`src/rtl/sop_seq_datapath_pkg.sv`:
```
// sop_pkg: state encoding and width helpers for the sequential sum-of-products datapath
package sop_pkg;
  typedef enum logic [1:0] {IDLE, ACC, DONE} state_t;
  function automatic int clog2(input int n);
    int r = 0;
    for (int v = n - 1; v > 0; v = v >> 1) r++;
    return r;
  endfunction
  function automatic int acc_w(input int w, input int n);
    return 2 * w + clog2(n + 1);
  endfunction
endpackage

```
`src/rtl/sop_seq_datapath_if.sv`:
```
// sop_seq_datapath_if: operand and result handshake bundle
interface sop_seq_datapath_if import sop_pkg::*; #(parameter int W = 16, parameter int N = 3);
  localparam int ACC_W = acc_w(W, N);
  logic in_valid, in_ready, out_valid, out_ready;
  logic [W-1:0] a, c;
  logic [N*W-1:0] b;
  logic [W:0] sum, diff;
  logic [ACC_W-1:0] mac;
  modport master(output in_valid, a, b, c, out_ready, input in_ready, out_valid, sum, diff, mac);
  modport slave(input in_valid, a, b, c, out_ready, output in_ready, out_valid, sum, diff, mac);
endinterface

```
`src/rtl/sop_seq_datapath_mac_step.sv`:
```
// sop_mac_step: one multiply-accumulate step, acc + a*b_sel at full accumulator width
module sop_mac_step #(parameter int W = 16, parameter int ACC_W = 34) (
  input  logic [ACC_W-1:0] acc,
  input  logic [W-1:0]     a,
  input  logic [W-1:0]     b_sel,
  output logic [ACC_W-1:0] nxt
);
  logic [2*W-1:0] p;
  assign p = {{W{1'b0}}, a} * {{W{1'b0}}, b_sel};
  assign nxt = acc + {{(ACC_W-2*W){1'b0}}, p};
endmodule

```
`src/rtl/sop_seq_datapath.sv`:
```
// sop_seq_datapath: sum, difference and c + a*sum(b) with one product per cycle
module sop_seq_datapath import sop_pkg::*; #(parameter int W = 16, parameter int N = 3) (
  input logic clk,
  input logic rst_n,
  sop_seq_datapath_if.slave bus
);
  localparam int ACC_W = acc_w(W, N);
  localparam int IW = clog2(N);
  state_t state, nstate;
  logic [IW-1:0] idx;
  logic [W-1:0] ra, b_sel;
  logic [N*W-1:0] rb;
  logic [ACC_W-1:0] acc, acc_nxt;
  logic [W:0] sum_r, diff_r;
  logic last;
  assign last = idx == IW'(N - 1);
  always_comb
    nstate = (state == IDLE && bus.in_valid) ? ACC :
             (state == ACC && last) ? DONE :
             (state == DONE && bus.out_ready) ? IDLE : state;
  assign bus.in_ready = state == IDLE;
  assign bus.out_valid = state == DONE;
  assign bus.sum = sum_r;
  assign bus.diff = diff_r;
  assign bus.mac = acc;
  assign b_sel = rb[32'(idx) * W +: W];
  sop_mac_step #(.W(W), .ACC_W(ACC_W)) u_step (.acc(acc), .a(ra), .b_sel(b_sel), .nxt(acc_nxt));
  always_ff @(posedge clk or negedge rst_n)
    if (!rst_n) begin
      state <= IDLE;
      idx <= '0;
      ra <= '0;
      rb <= '0;
      acc <= '0;
      sum_r <= '0;
      diff_r <= '0;
    end else begin
      state <= nstate;
      if (bus.in_valid && bus.in_ready) begin
        ra <= bus.a;
        rb <= bus.b;
        acc <= {{(ACC_W-W){1'b0}}, bus.c};
        idx <= '0;
        sum_r <= {1'b0, bus.a} + {1'b0, bus.b[W-1:0]};
        diff_r <= {1'b0, bus.b[2*W-1:W]} - {1'b0, bus.b[W-1:0]} - {1'b0, bus.a};
      end else if (state == ACC) begin
        acc <= acc_nxt;
        idx <= idx + 1'b1;
      end
    end
endmodule

```
`src/flat_wrapper.sv`:
```
// flat-port wrapper written by rule: the top's interface ports become plain ports
module sop_seq_datapath_flat import sop_pkg::*;
#(parameter int W = 16, parameter int N = 3)
  (clk, rst_n, bus_in_valid, bus_a, bus_b, bus_c, bus_out_ready, bus_in_ready, bus_out_valid, bus_sum, bus_diff, bus_mac);
  sop_seq_datapath_if #(.W(W), .N(N)) bus_i ();
  input logic clk;
  input logic rst_n;
  input wire logic [$bits(bus_i.in_valid)-1:0] bus_in_valid;
  input wire logic [$bits(bus_i.a)-1:0] bus_a;
  input wire logic [$bits(bus_i.b)-1:0] bus_b;
  input wire logic [$bits(bus_i.c)-1:0] bus_c;
  input wire logic [$bits(bus_i.out_ready)-1:0] bus_out_ready;
  output wire logic [$bits(bus_i.in_ready)-1:0] bus_in_ready;
  output wire logic [$bits(bus_i.out_valid)-1:0] bus_out_valid;
  output wire logic [$bits(bus_i.sum)-1:0] bus_sum;
  output wire logic [$bits(bus_i.diff)-1:0] bus_diff;
  output wire logic [$bits(bus_i.mac)-1:0] bus_mac;
  assign bus_i.in_valid = bus_in_valid;
  assign bus_i.a = bus_a;
  assign bus_i.b = bus_b;
  assign bus_i.c = bus_c;
  assign bus_i.out_ready = bus_out_ready;
  assign bus_in_ready = bus_i.in_ready;
  assign bus_out_valid = bus_i.out_valid;
  assign bus_sum = bus_i.sum;
  assign bus_diff = bus_i.diff;
  assign bus_mac = bus_i.mac;
  sop_seq_datapath #(.W(W), .N(N)) u_core (.clk(clk), .rst_n(rst_n), .bus(bus_i));
endmodule
```
`config.mk`:
```
export PLATFORM = sky130hd
export DESIGN_NAME = sop_seq_datapath_flat
export DESIGN_NICKNAME = d
export VERILOG_FILES = /design/src/rtl/sop_seq_datapath_pkg.sv /design/src/rtl/sop_seq_datapath_if.sv /design/src/rtl/sop_seq_datapath_mac_step.sv /design/src/rtl/sop_seq_datapath.sv /design/src/flat_wrapper.sv
export SDC_FILE = /design/constraint.sdc
export NUM_CORES = 1
export LEC_CHECK = 0
export CAP_MARGIN = 20
export CORE_ASPECT_RATIO = 1.2
export CORE_UTILIZATION = 23
export DETAILED_ROUTE_END_ITERATION = 6
export PLACE_DENSITY_LB_ADDON = 0.2
export SLEW_MARGIN = 20
export SYNTH_ARGS = -nofsm -noshare
export SYNTH_HDL_FRONTEND = slang
export SYNTH_SLANG_ARGS = --single-unit
```
`constraint.sdc`:
```
create_clock -name clk -period 8.1 [get_ports clk]
set_input_delay 2.025 -clock clk [delete_from_list [all_inputs] [get_ports clk]]
set_output_delay 2.025 -clock clk [all_outputs]
set_load 0.005 [all_outputs]
```
# --- Word-level counts from Yosys, hierarchy flattened ---
# Index checks and enable logic that the tools add are counted.
classes:
  mux: 7
  n_shift: 1
  n_reduce_logical: 6
  add_sub_neg: 5
  multipliers: 1
  n_eq_ne: 3
op_table:
  columns: ["op", "n"]
  rows:
  - ["$mux W34", 2]
  - ["$shiftx A48 B7 Y16", 1]
  - ["$add A34 B32 Y34", 1]
  - ["$mul A16 B16 Y32", 1]
  - ["$add A16 B16 Y17", 1]
  - ["$sub A16 B16 Y17", 1]
  - ["$sub A17 B16 Y17", 1]
  - ["$mux W2", 5]
  - ["$eq A2 B2 Y1 const B", 2]
  - ["$logic_and A1 B1 Y1", 3]
  - ["$reduce_bool A3 Y1", 1]
  - ["$add A2 B1 Y2 const B", 1]
  - ["$eq A2 B1 Y1 const B", 1]
  - ["$logic_not A2 Y1", 1]
  - ["$reduce_bool A2 Y1", 1]
totals:
  in_bits: 84
  reg_bits: 136
  output_inout_bits: 70
  word_cells: 30

# --- Longest topological paths before layout ---
# Gate-level depths: netlist (run 1).
depth:
  depth_word: 5
  depth_mapped: 29
  ltp_nobuf: 26

# --- Modules after synthesis ---
# A second synthesis (run 1) with hierarchy kept.
hier_totals:
  cells_unflattened: 1998
  hier_area_um2: 17387.9
by_module_without_submodules:
  columns: ["mod", "area_each_um2", "cells_each", "n_inst"]
  rows:
  - ["sop_mac_step", 9790.6, 1155, 1]
  - ["sop_seq_datapath", 7597.3, 843, 1]

# --- Worst setup path before layout (run 1) ---
# OpenSTA, ideal clock, no wires.
synth_path:
  kind: "register to register"
  start: "register u_core.idx[0]"
  end: "register u_core.acc[31] (netlist: u_core.bus.mac[31])"
  setup_slack_ps: 1273
  stages_incl_launch_ff: 25
  t_arrival_ps: 6706
  n_path_buf: 3
  path_cell_list: "dfrtp_1 -> clkbuf_1 -> inv_1 -> nor2_1 -> clkbuf_1 -> nand2_1 -> o21ai_0 -> clkbuf_1 -> nand2_1 -> fa_1 -> fa_1 -> fa_1 -> inv_1 -> fa_1 -> fa_1 -> inv_1 -> fa_1 -> inv_1 -> ha_1 -> a2111o_1 -> o211a_1 -> o2111ai_1 -> a21boi_1 -> or3_1 -> a32o_1"
synth_via:
  elab_chain_cells: 5
synth_lines:
  columns: ["element", "line_no", "rtl"]
  rows:
  - ["start: declaration", "sop_seq_datapath.sv:10", "logic [IW-1:0] idx;"]
  - ["start signal: assignment", "sop_seq_datapath.sv:48", "idx <= idx + 1'b1;"]
  - ["$shiftx A48 B7 Y16", "sop_seq_datapath.sv:26", "assign b_sel = rb[32'(idx) * W +: W];"]
  - ["$mul A16 B16 Y32", "sop_seq_datapath_mac_step.sv:9", "assign p = {{W{1'b0}}, a} * {{W{1'b0}}, b_sel};"]
  - ["$add A34 B32 Y34", "sop_seq_datapath_mac_step.sv:10", "assign nxt = acc + {{(ACC_W-2*W){1'b0}}, p};"]
  - ["$mux W34", "sop_seq_datapath.sv:46", "end else if (state == ACC) begin"]
  - ["$mux W34", "sop_seq_datapath.sv:39", "if (bus.in_valid && bus.in_ready) begin"]
  - ["end signal: assignment", "sop_seq_datapath.sv:42", "acc <= {{(ACC_W-W){1'b0}}, bus.c};"]
  - ["end signal: assignment", "sop_seq_datapath.sv:47", "acc <= acc_nxt;"]
  - ["end: declaration", "sop_seq_datapath.sv:13", "logic [ACC_W-1:0] acc, acc_nxt;"]
# Every way passes these cells. The select of a mux whose other input is x is not followed.
# A chain may end at the register's enable or synchronous reset.

# --- Worst setup path after layout (run 1) ---
layout_path:
  start: "register u_core.idx[1]"
  end: "register u_core.acc[26] (netlist: u_core.bus.mac[26])"
# Same word-level chain as after synthesis.

==> impl_metrics.tcl, run 1 <==
set metrics [dict create \
    run_status "completed" \
    setup_viol_count_final 0 \
    htreeDepth 4 \
    first_global_vias 14500 \
    worst_path_largest_cell_delay_ns 0.80 \
    viasPerCell 4.32 \
    die_y_microns 300 \
    postSynth.topFlopCell "dfrtp_1" \
    drc_errors 0 \
    power_density_relative_to_cell_area_mw_per_mm2 88.8 \
    layout.nets 2555 \
    final.hold.worst_slack_ns 0.479 \
    timing.slew.headroom_pct 26.3 \
    ant_nets 0 \
    std_cell_rows 108 \
    io_pins 154 \
    hold_path_depth 2 \
    cts.clk_slew.worst_paths_ns 0.07 \
    portBuffers 153 \
    largest_area_contributor_in_the_synthesized_netlist "fa_1" \
    cts_buffers 17 \
    clk_latency_ns 0.50 \
    worstSetupStartpoint "u_core.idx[1]" \
    clock.fmax_mhz 129 \
    synth.avg_cell_area_sq_um 8.75 \
    clock_sink_count 136 \
    drive_gt1_share_pct 3.74 \
    worst-path-buf-inv 6 \
    clock_skew_ns 0.0213 \
    required_ns 8.46 \
    yosysWarningCount 0 \
    r2r.worst_path.cells 24 \
    start_util_pct 23.4 \
    arrival_ns 8.11 \
    synth-edff-count 0 \
    syn2layout_area_growth_pct 19.5 \
    postSynthCellCount 1941 \
    crit_path_top_delay_cell "o21ai_0" \
    setup_tns_ns 0 \
    final_worst_path_period_share_pct 95.6 \
    ctsResizeCount 0 \
    critical_path_peak_fanout 12 \
    grt_setup_unrepaired "false" \
    die-area_sq_mm 0.0750 \
    die_w_microns 250 \
    post-synth-top-count-cell "inv_1" \
    worstSetupPathDepth 24 \
    cts_hold_repair.buffers 0 \
    antenna_diode_instance_count 0 \
    timing_max_transition_violations_final 0 \
    p_leak_nw 10.2 \
    grt_util_all_layers_pct 14.4 \
    grt_start_max_net_pins 165 \
    gr-total-overflow 0 \
    worstHoldPathType "flip-flop to flip-flop" \
    final_min_period_ns 7.74 \
    detail_route.wirelength_mm 51.5 \
    clock_tree_from_tritoncts "built" \
    drv_cap 0 \
    grt_antenna_before_repair 1 \
    critical_path.endpoint_type "flip-flop" \
    grt_first_pass_wirelength_mm 82.6 \
    timing.critical_path.from_type "flip-flop" \
    synth.top_cells.by_area "fa_1 29%, dfrtp_1 20%, ha_1 11%" \
    min-delay-start "u_core.rb[44]" \
    place_hpwl_mm 41.2 \
    synth_top_cells_by_count "392 x inv_1, 360 x nand2_1, 243 x fa_1" \
    tightest_slew_ns 1.09 \
    ys_ff_latch 136 \
    part_of_the_yosys_area_used_for_sequential_elements_pct 20.0 \
    drt_iter0_markers 482 \
    ir_drop_uv 109 \
    share_of_async_settable_or_async_resettable_flops_after_synthesis_pct 100 \
    hold_viol_final 0 \
    detail_route.first_pass.iterations 5 \
    crit_path_category "flip-flop to flip-flop" \
    path_delay_family "adder cells" \
    routed-via-count 13100 \
    finish.utilization_pct 27.9 \
    synth.lib_cells_used.distinct 65 \
    synth_nets 2424 \
    max-clock-path-buffers 2 \
    post_cts.repair.setup_buffers 0 \
    synth_area_sq_mm 0.0170 \
    finalWeightedCongestion 0.809 \
    share_of_the_synthesized_area_in_the_top_cell_type_pct 28.6 \
    wl_per_cell_microns 17.1 \
    clock_tree_root "clkbuf_16" \
    cp_common_cell "fa_1" \
    path_cells "buf_12 -> mux2i_1 -> o21ai_0 -> buf_4 -> and2_1 -> fa_1 -> inv_1 -> fa_1 -> fa_1 -> inv_1 -> fa_1 -> fa_1 -> inv_1 -> fa_1 -> inv_1 -> ha_1 -> a21o_1 -> a21oi_1 -> o21ai_0 -> nor4_2 -> o21ai_1 -> a31oi_1 -> mux2i_1 -> nand2_1" \
    core-area_sq_mm 0.0727 \
    r2r-start "u_core.idx[1]" \
]
cell type report:
class                      count  area, sq um
sequential                   136         3400
clock buffer                  17          425
inverter                     392         1470
timing repair buffer         184         1790
tap                          935         1170
clock inverter                15          184
multi-input combinational   1341        11900
fill                        7827        52400
sequential cells by signal, summed over array words and instances (netlist names):
name,count
u_core.bus.diff,17
u_core.bus.mac,34
u_core.bus.sum,17
u_core.idx,2
u_core.ra,16
u_core.rb,48
u_core.state,2
worst register-to-register path, stage by stage, from the launching register on:
cell	delay [ns]
dfrtp_1	0.59
buf_12	0.21
mux2i_1	0.08
o21ai_0	0.80
buf_4	0.31
and2_1	0.17
fa_1	0.42
inv_1	0.07
fa_1	0.43
fa_1	0.51
inv_1	0.05
fa_1	0.48
fa_1	0.49
inv_1	0.05
fa_1	0.47
inv_1	0.04
ha_1	0.34
a21o_1	0.21
a21oi_1	0.15
o21ai_0	0.15
nor4_2	0.53
o21ai_1	0.29
a31oi_1	0.47
mux2i_1	0.24
nand2_1	0.07
through the flow:
stage	area, sq um	power (mW)	std cells	setup WS, ns
6_report	20300	1.80	3020	0.358
5_1_grt	20300	1.90	3020	0.105
3_3_place_gp	19700	0.955	2988	0.578
2_1_floorplan	17000	0.845	1941	1.27
3_5_place_dp	19700	0.957	2988	0.320
4_1_cts	20300	1.84	3020	0.318
cells by family after synthesis:
logic type,share of synthesized area [%]
simple gates,15.9
buf+inv,10.3
fa+ha+maj,40.1
compound gates,10.8
flops,20.0
xor+xnor,1.91
mux,1.06
power breakdown:
group / internal [mW] / total [mW] / switching [mW] / leakage [nW]
clock: 0.466 / 0.861 / 0.395 / 0.291
sequential: 0.679 / 0.679 / 0 / 1.74
combinational: 0.118 / 0.263 / 0.146 / 8.17
layer usage:
metal	global-route usage [%]	part of all wire (%)	up-vias
met5	0	0	-
met4	4.37	1.7	0
met3	2.46	2.9	45
met2	25.3	49	194
met1	18.1	46	6528
li1	-	-	6283
cells in the final DEF (no fill, tap or decap), types with 3 or more instances in the layout:
cell type        netlist  final
a211oi_1              12     12
a21o_1                22     22
a21oi_1               59     59
a22oi_1                4      4
a31oi_1                7      7
and2_1               119    118
and3_1                 7      7
buf_4                  0     29
clkbuf_16              0     17
clkdlybuf4s50_1        0    152
clkinvlp_4             0      3
dfrtp_1              136    136
fa_1                 243    243
ha_1                 156    156
inv_1                392    392
inv_6                  0      4
inv_8                  0      4
mux2i_1               18     18
nand2_1              360    359
nand2b_1              10      9
nand3_1               25     25
nand4_1                5      5
nor2_1                33     32
nor2b_1                5      5
nor3_1                11     11
o2111ai_1              3      3
o211ai_1              10     10
o21a_1                10     10
o21ai_0              109    105
o21ai_1                5      9
o21bai_1               7      7
o22ai_1               10     10
o31ai_1               10     10
xnor2_1               17     17
xor2_1                20     20
final timing paths:
kind / to / slack, ns
max in group asynchronous: u_core.bus.sum[7] / 5.17
hold / removal: u_core.rb[44] / 0.48
setup / recovery: u_core.bus.mac[26] / 0.36
setup reg to reg: u_core.bus.mac[26] / 0.36
hold reg to reg: u_core.rb[44] / 0.48
min in group asynchronous: u_core.bus.mac[25] / 1.53
No activity file was read; power rests on OpenSTA's default activity.
==> run 2, diff against run 1 <==
--- a/config.mk
+++ b/config.mk
@@ -5,7 +5,7 @@
 export SDC_FILE = /design/constraint.sdc
 export NUM_CORES = 1
 export LEC_CHECK = 0
-export CAP_MARGIN = 20
+export CAP_MARGIN = 0
 export CORE_ASPECT_RATIO = 1.2
 export CORE_UTILIZATION = 23
 export DETAILED_ROUTE_END_ITERATION = 6
==> constraint.sdc (replaced) <==
create_clock -name clk -period 9.8 [get_ports clk]
set_input_delay 2.45 -clock clk [delete_from_list [all_inputs] [get_ports clk]]
set_output_delay 2.45 -clock clk [all_outputs]
set_load 0.005 [all_outputs]
==> run 2 against run 1 <==
  * Register-to-register slack gained 1.5 ns
  * Fmax shrank 2.4%
  * First-iteration DRC count up 17%
  * Worst hold slack got worse by 0.0040 ns
  * Worst setup slack better by 1.5 ns
  * Wire length hardly changed
  * Combinational power decreased by 17%
  * Total power fell by 20%
  * Final cell count shrank 0.33%
  * Cell area shrank 0.63%
  * Clock-buffer cell count increased by 1
  * Clock skew about the same
  * Critical endpoint unchanged
  * Highest routed layer is now met5
==> impl_metrics.tcl, run 2 (synthesized netlist as in run 1, its figures left out) <==
set metrics [dict create \
    die_y_microns 300 \
    grt_first_pass_wirelength_mm 83.1 \
    wl_per_cell_microns 17.1 \
    worst_path_largest_cell_delay_ns 1.02 \
    hold_viol_final 0 \
    p_leak_nw 10.1 \
    ant_nets 0 \
    required_ns 10.17 \
    die-area_sq_mm 0.0750 \
    final.setup.worst_slack_ns 1.87 \
    tightest_slew_ns 1.09 \
    critical_path_capture_point "u_core.bus.mac[26]" \
    timing_max_transition_violations_final 0 \
    first_global_vias 14500 \
    viasPerCell 4.36 \
    timing.slew.headroom_pct 26.7 \
    detail_route.first_pass.iterations 5 \
    portBuffers 153 \
    core-area_sq_mm 0.0727 \
    clock_tree_from_tritoncts "built" \
    crit-reg2reg-capture "u_core.bus.mac[26]" \
    critical_path.endpoint_type "flip-flop" \
    dp_worst_setup_slack_ns 1.83 \
    finish.cell_count_without_fillers 3010 \
    cts_hold_repair.buffers 0 \
    drv_cap 0 \
    grt_util_all_layers_pct 14.5 \
    drc_errors 0 \
    cts.clk_slew.worst_paths_ns 0.07 \
    post_cts.repair.setup_buffers 0 \
    final_cell_mix "392 x inv_1, 359 x nand2_1, 243 x fa_1" \
    clk_latency_ns 0.48 \
    power_density_relative_to_cell_area_mw_per_mm2 71.4 \
    ctsResizeCount 0 \
    gr-total-overflow 0 \
    r2r.worst_path.cells 22 \
    r2r-start "u_core.idx[1]" \
    clock_sink_count 136 \
    clock.fmax_mhz 126 \
    cp_common_cell "fa_1" \
    grt_setup_unrepaired "false" \
    ir_drop_uv 112 \
    worstSetupStartpoint "u_core.idx[1]" \
    largest_register_ffs 48 \
    critical_path_peak_fanout 19 \
    routed-via-count 13100 \
    worstHoldPathType "flip-flop to flip-flop" \
    registers.top_by_ff_count "u_core.rb" \
    setup_tns_ns 0 \
    detail_route.wirelength_mm 51.5 \
    final_common_cell "inv_1" \
    finalWeightedCongestion 0.822 \
    drive_gt1_share_pct 3.33 \
    std_cell_rows 108 \
    timing.critical_path.from_type "flip-flop" \
    reg2reg_slack_ns 1.87 \
    path_cells "mux2i_1 -> o21ai_1 -> and2_1 -> fa_1 -> inv_1 -> fa_1 -> fa_1 -> fa_1 -> inv_1 -> fa_1 -> inv_1 -> fa_1 -> inv_1 -> ha_1 -> a21o_1 -> a21oi_1 -> o21ai_0 -> nor4_2 -> o21ai_1 -> a31oi_1 -> mux2i_1 -> nand2_1" \
    io_pins 154 \
    antenna_diode_instance_count 0 \
    clock_tree_root "clkbuf_16" \
    path_delay_family "adder cells" \
    setup_viol_count_final 0 \
    n_fill_cell 7807 \
    grt_antenna_before_repair 2 \
    drt_iter0_markers 565 \
    multi_input_comb_area_sq_mm 0.0119 \
    worst-path-buf-inv 4 \
    crit_path_top_delay_cell "dfrtp_1" \
    cts_buffers 17 \
    clock_skew_ns 0.0216 \
    final_min_period_ns 7.93 \
    worstSetupPathDepth 22 \
    run_status "completed" \
    syn2layout_area_growth_pct 18.7 \
    start_util_pct 23.4 \
    totalPowerFinal_mw 1.44 \
    die_w_microns 250 \
    max-clock-path-buffers 2 \
    place_hpwl_mm 40.6 \
    arrival_ns 8.29 \
    crit_path_category "flip-flop to flip-flop" \
    final_worst_path_period_share_pct 80.9 \
    htreeDepth 4 \
    grt_start_max_net_pins 175 \
    seqCellArea_sq_mm 0.00340 \
    dp.cells 2978 \
    layout.nets 2545 \
]
## run 2: cell count changes in the layout (fill, tap and decap cells not counted), moves of 2 or more
cell       delta
buf_4         -9
bufinv_16     -2
clkinv_4      +2
o21ai_0       -3
o21ai_2       +2
## run 2: area by class of cell
| type | instances | area share, % |
|---|---|---|
| inverters | 392 | 7.29 |
| clock buffers | 18 | 2.13 |
| multi-input cells | 1341 | 58.8 |
| well taps | 935 | 5.80 |
| clock inverters | 14 | 0.657 |
| flip-flops and latches | 136 | 16.9 |
| repair buffers | 174 | 8.44 |
## run 2: power breakdown
| part | leakage, nW | internal [mW] | switching, mW |
|---|---|---|---|
| Clock | 0.263 | 0.334 | 0.329 |
| Sequential | 1.74 | 0.561 | 0 |
| Combinational | 8.12 | 0.0973 | 0.120 |
| Total | 10.1 | 0.992 | 0.449 |
## run 2: worst min-delay path, stage by stage (launching register included)
cell     delay, ns
dfrtp_1       0.34
nand2_1       0.05
nand2_1       0.05
## run 2: metrics by stage
stage | cell area, sq um | util (%) | hold slack (ns)
finish | 20200 | 27.8 | 0.475
global route | 20200 | 27.8 | 0.495
CTS | 20200 | 27.7 | 0.479
detailed placement | 19600 | 27.0 | 0.463
global placement | 19600 | 27.0 | 0.461
floorplan | 17000 | - | 0.445
## run 2: routing by layer
metal	vias to the layer above	track usage (%)	wire (microns)
met1	6608	18.2	22900
met5	-	0	26
met4	4	3.93	817
li1	6275	-	-
met3	41	2.58	1770
met2	198	25.5	26000
## run 2: worst min-delay path by stage
stage	start	endpoint	slack [ns]	depth (start not counted)
after global placement	u_core.rb[27]	u_core.rb[27]	0.46	2
after floorplan	u_core.rb[32]	u_core.rb[32]	0.45	2
after detailed placement	u_core.rb[44]	u_core.rb[44]	0.46	2
after global routing	u_core.rb[19]	u_core.rb[19]	0.49	2
after CTS	u_core.rb[44]	u_core.rb[44]	0.48	2
final	u_core.rb[44]	u_core.rb[44]	0.47	2
==> run 3, diff against run 2 <==
==> constraint.sdc (replaced) <==
create_clock -name clk -period 8.3 [get_ports clk]
set_input_delay 2.075 -clock clk [delete_from_list [all_inputs] [get_ports clk]]
set_output_delay 2.075 -clock clk [all_outputs]
set_load 0.005 [all_outputs]
==> run 3 against run 2 <==
  * Register-to-register slack lost 0.95 ns
  * Fmax grew 7.5%
  * Die area is the same
  * Non-clock buffer count grew 10
  * Via count grew 0.81%
==> impl_metrics.tcl, run 3 (synthesized netlist as in run 1, its figures left out) <==
set metrics [dict create \
    htreeDepth 4 \
    finish.cell_count_without_fillers 3019 \
    drt_iter0_markers 514 \
    setup_tns_ns 0 \
    dp_worst_setup_slack_ns 0.960 \
    die_y_microns 300 \
    io_pins 154 \
    clock.fmax_mhz 136 \
    cp_common_cell "fa_1" \
    ctsResizeCount 0 \
    grt_first_pass_wirelength_mm 84.3 \
    worst-path-buf-inv 7 \
    power_density_relative_to_cell_area_mw_per_mm2 83.7 \
    final_common_cell "inv_1" \
    critical_path_capture_point "u_core.bus.mac[28]" \
    run_status "completed" \
    clock_skew_ns 0.0198 \
    std_cell_rows 108 \
    worstSetupPathDepth 24 \
    portBuffers 153 \
    worstSetupStartpoint "u_core.idx[1]" \
    cts_buffers 17 \
    finalWeightedCongestion 0.830 \
    first_global_vias 14700 \
    detail_route.wirelength_mm 52.3 \
    finish.utilization_pct 27.8 \
    clk_latency_ns 0.47 \
    viasPerCell 4.38 \
    grt_setup_unrepaired "false" \
    detail_route.first_pass.iterations 5 \
    timing_max_transition_violations_final 0 \
    clock_tree_from_tritoncts "built" \
    max-clock-path-buffers 2 \
    core-area_sq_mm 0.0727 \
    crit_path_category "flip-flop to flip-flop" \
    reg2reg_slack_ns 0.92 \
    hold_path_depth 2 \
    drive_gt1_share_pct 3.74 \
    final_worst_path_period_share_pct 88.9 \
    cts.clk_slew.worst_paths_ns 0.08 \
    routed-via-count 13200 \
    critical_path.endpoint_type "flip-flop" \
    drc_errors 0 \
    clock_sink_count 136 \
    tightest_slew_ns 1.01 \
    timing.slew.headroom_pct 32.3 \
    worstHoldPathType "flip-flop to flip-flop" \
    final_cell_mix "392 x inv_1, 359 x nand2_1, 243 x fa_1" \
    dp.cells 2988 \
    cts_hold_repair.buffers 0 \
    grt_start_max_net_pins 169 \
    place_hpwl_mm 41.6 \
    post_cts.repair.setup_buffers 0 \
    ir_drop_uv 118 \
    timing.critical_path.from_type "flip-flop" \
    grt_util_all_layers_pct 14.6 \
    clock_tree_root "clkbuf_16" \
    die-area_sq_mm 0.0750 \
    syn2layout_area_growth_pct 19.1 \
    start_util_pct 23.4 \
    ant_nets 0 \
    p_leak_nw 10.2 \
    required_ns 8.67 \
    final.hold.worst_slack_ns 0.479 \
    hold_viol_final 0 \
    layout.nets 2555 \
    final_min_period_ns 7.38 \
    r2r-start "u_core.idx[1]" \
    r2r.worst_path.cells 24 \
    largest_register_ffs 48 \
    antenna_diode_instance_count 0 \
    crit-reg2reg-capture "u_core.bus.mac[28]" \
    wl_per_cell_microns 17.3 \
    path_cells "buf_4 -> mux2i_1 -> o21ai_0 -> buf_4 -> nand2_1 -> fa_1 -> inv_1 -> fa_1 -> inv_1 -> fa_1 -> inv_1 -> fa_1 -> fa_1 -> inv_1 -> fa_1 -> inv_1 -> ha_1 -> nand2_1 -> o21ai_0 -> nor4_2 -> o21ai_1 -> a31oi_1 -> o21a_1 -> o211ai_1" \
    crit_path_top_delay_cell "o21ai_0" \
    registers.top_by_ff_count "u_core.rb" \
    grt_antenna_before_repair 2 \
    worst_path_largest_cell_delay_ns 0.78 \
    die_w_microns 250 \
    final.setup.worst_slack_ns 0.921 \
    gr-total-overflow 0 \
    critical_path_peak_fanout 9 \
    setup_viol_count_final 0 \
    arrival_ns 7.75 \
    drv_cap 0 \
    path_delay_family "adder cells" \
]
[run 3: cell type report]
class	count	area, sq um
inverter	392	1470
clock buffer	20	467
fill	7833	52500
sequential	136	3400
timing repair buffer	184	1780
multi-input combinational	1341	11900
tap	935	1170
clock inverter	11	85.1
[run 3: power breakdown]
part | switching (mW) | internal (mW) | leakage, nW
Clock | 0.365 | 0.409 | 0.271
Combinational | 0.142 | 0.115 | 8.17
Sequential | 0 | 0.662 | 1.74
Total | 0.507 | 1.19 | 10.2
[run 3: layer usage]
layer / GRT usage (%) / vias to the layer above / share of wire (%)
met5: 0 / - / 0.050
met4: 3.61 / 4 / 1.4
met3: 2.21 / 46 / 2.9
met2: 26.2 / 219 / 51
met1: 18.3 / 6680 / 45
li1: - / 6283 / -
[run 3: worst reg2reg max path, stage by stage, from the launching register on]
cell	delay, ns
dfrtp_1	0.58
buf_4	0.25
mux2i_1	0.08
o21ai_0	0.78
buf_4	0.30
nand2_1	0.09
fa_1	0.39
inv_1	0.08
fa_1	0.40
inv_1	0.09
fa_1	0.38
inv_1	0.08
fa_1	0.43
fa_1	0.49
inv_1	0.05
fa_1	0.47
inv_1	0.04
ha_1	0.33
nand2_1	0.09
o21ai_0	0.61
nor4_2	0.14
o21ai_1	0.44
a31oi_1	0.29
o21a_1	0.24
o211ai_1	0.16
[run 3: how the worst min path moves through the flow]
stage,slack (ns),from,endpoint
after global routing,0.50,u_core.rb[20],u_core.rb[20]
after floorplan,0.45,u_core.rb[32],u_core.rb[32]
after detailed placement,0.46,u_core.rb[20],u_core.rb[20]
after CTS,0.48,u_core.rb[20],u_core.rb[20]
after global placement,0.46,u_core.rb[29],u_core.rb[29]
final,0.48,u_core.rb[21],u_core.rb[21]
[run 3: per-stage QoR]
stage | instance area [sq um] | power (mW)
floorplan | 17000 | 0.825
global placement | 19700 | 0.933
detailed placement | 19700 | 0.934
CTS | 20200 | 1.73
global route | 20200 | 1.78
finish | 20200 | 1.69
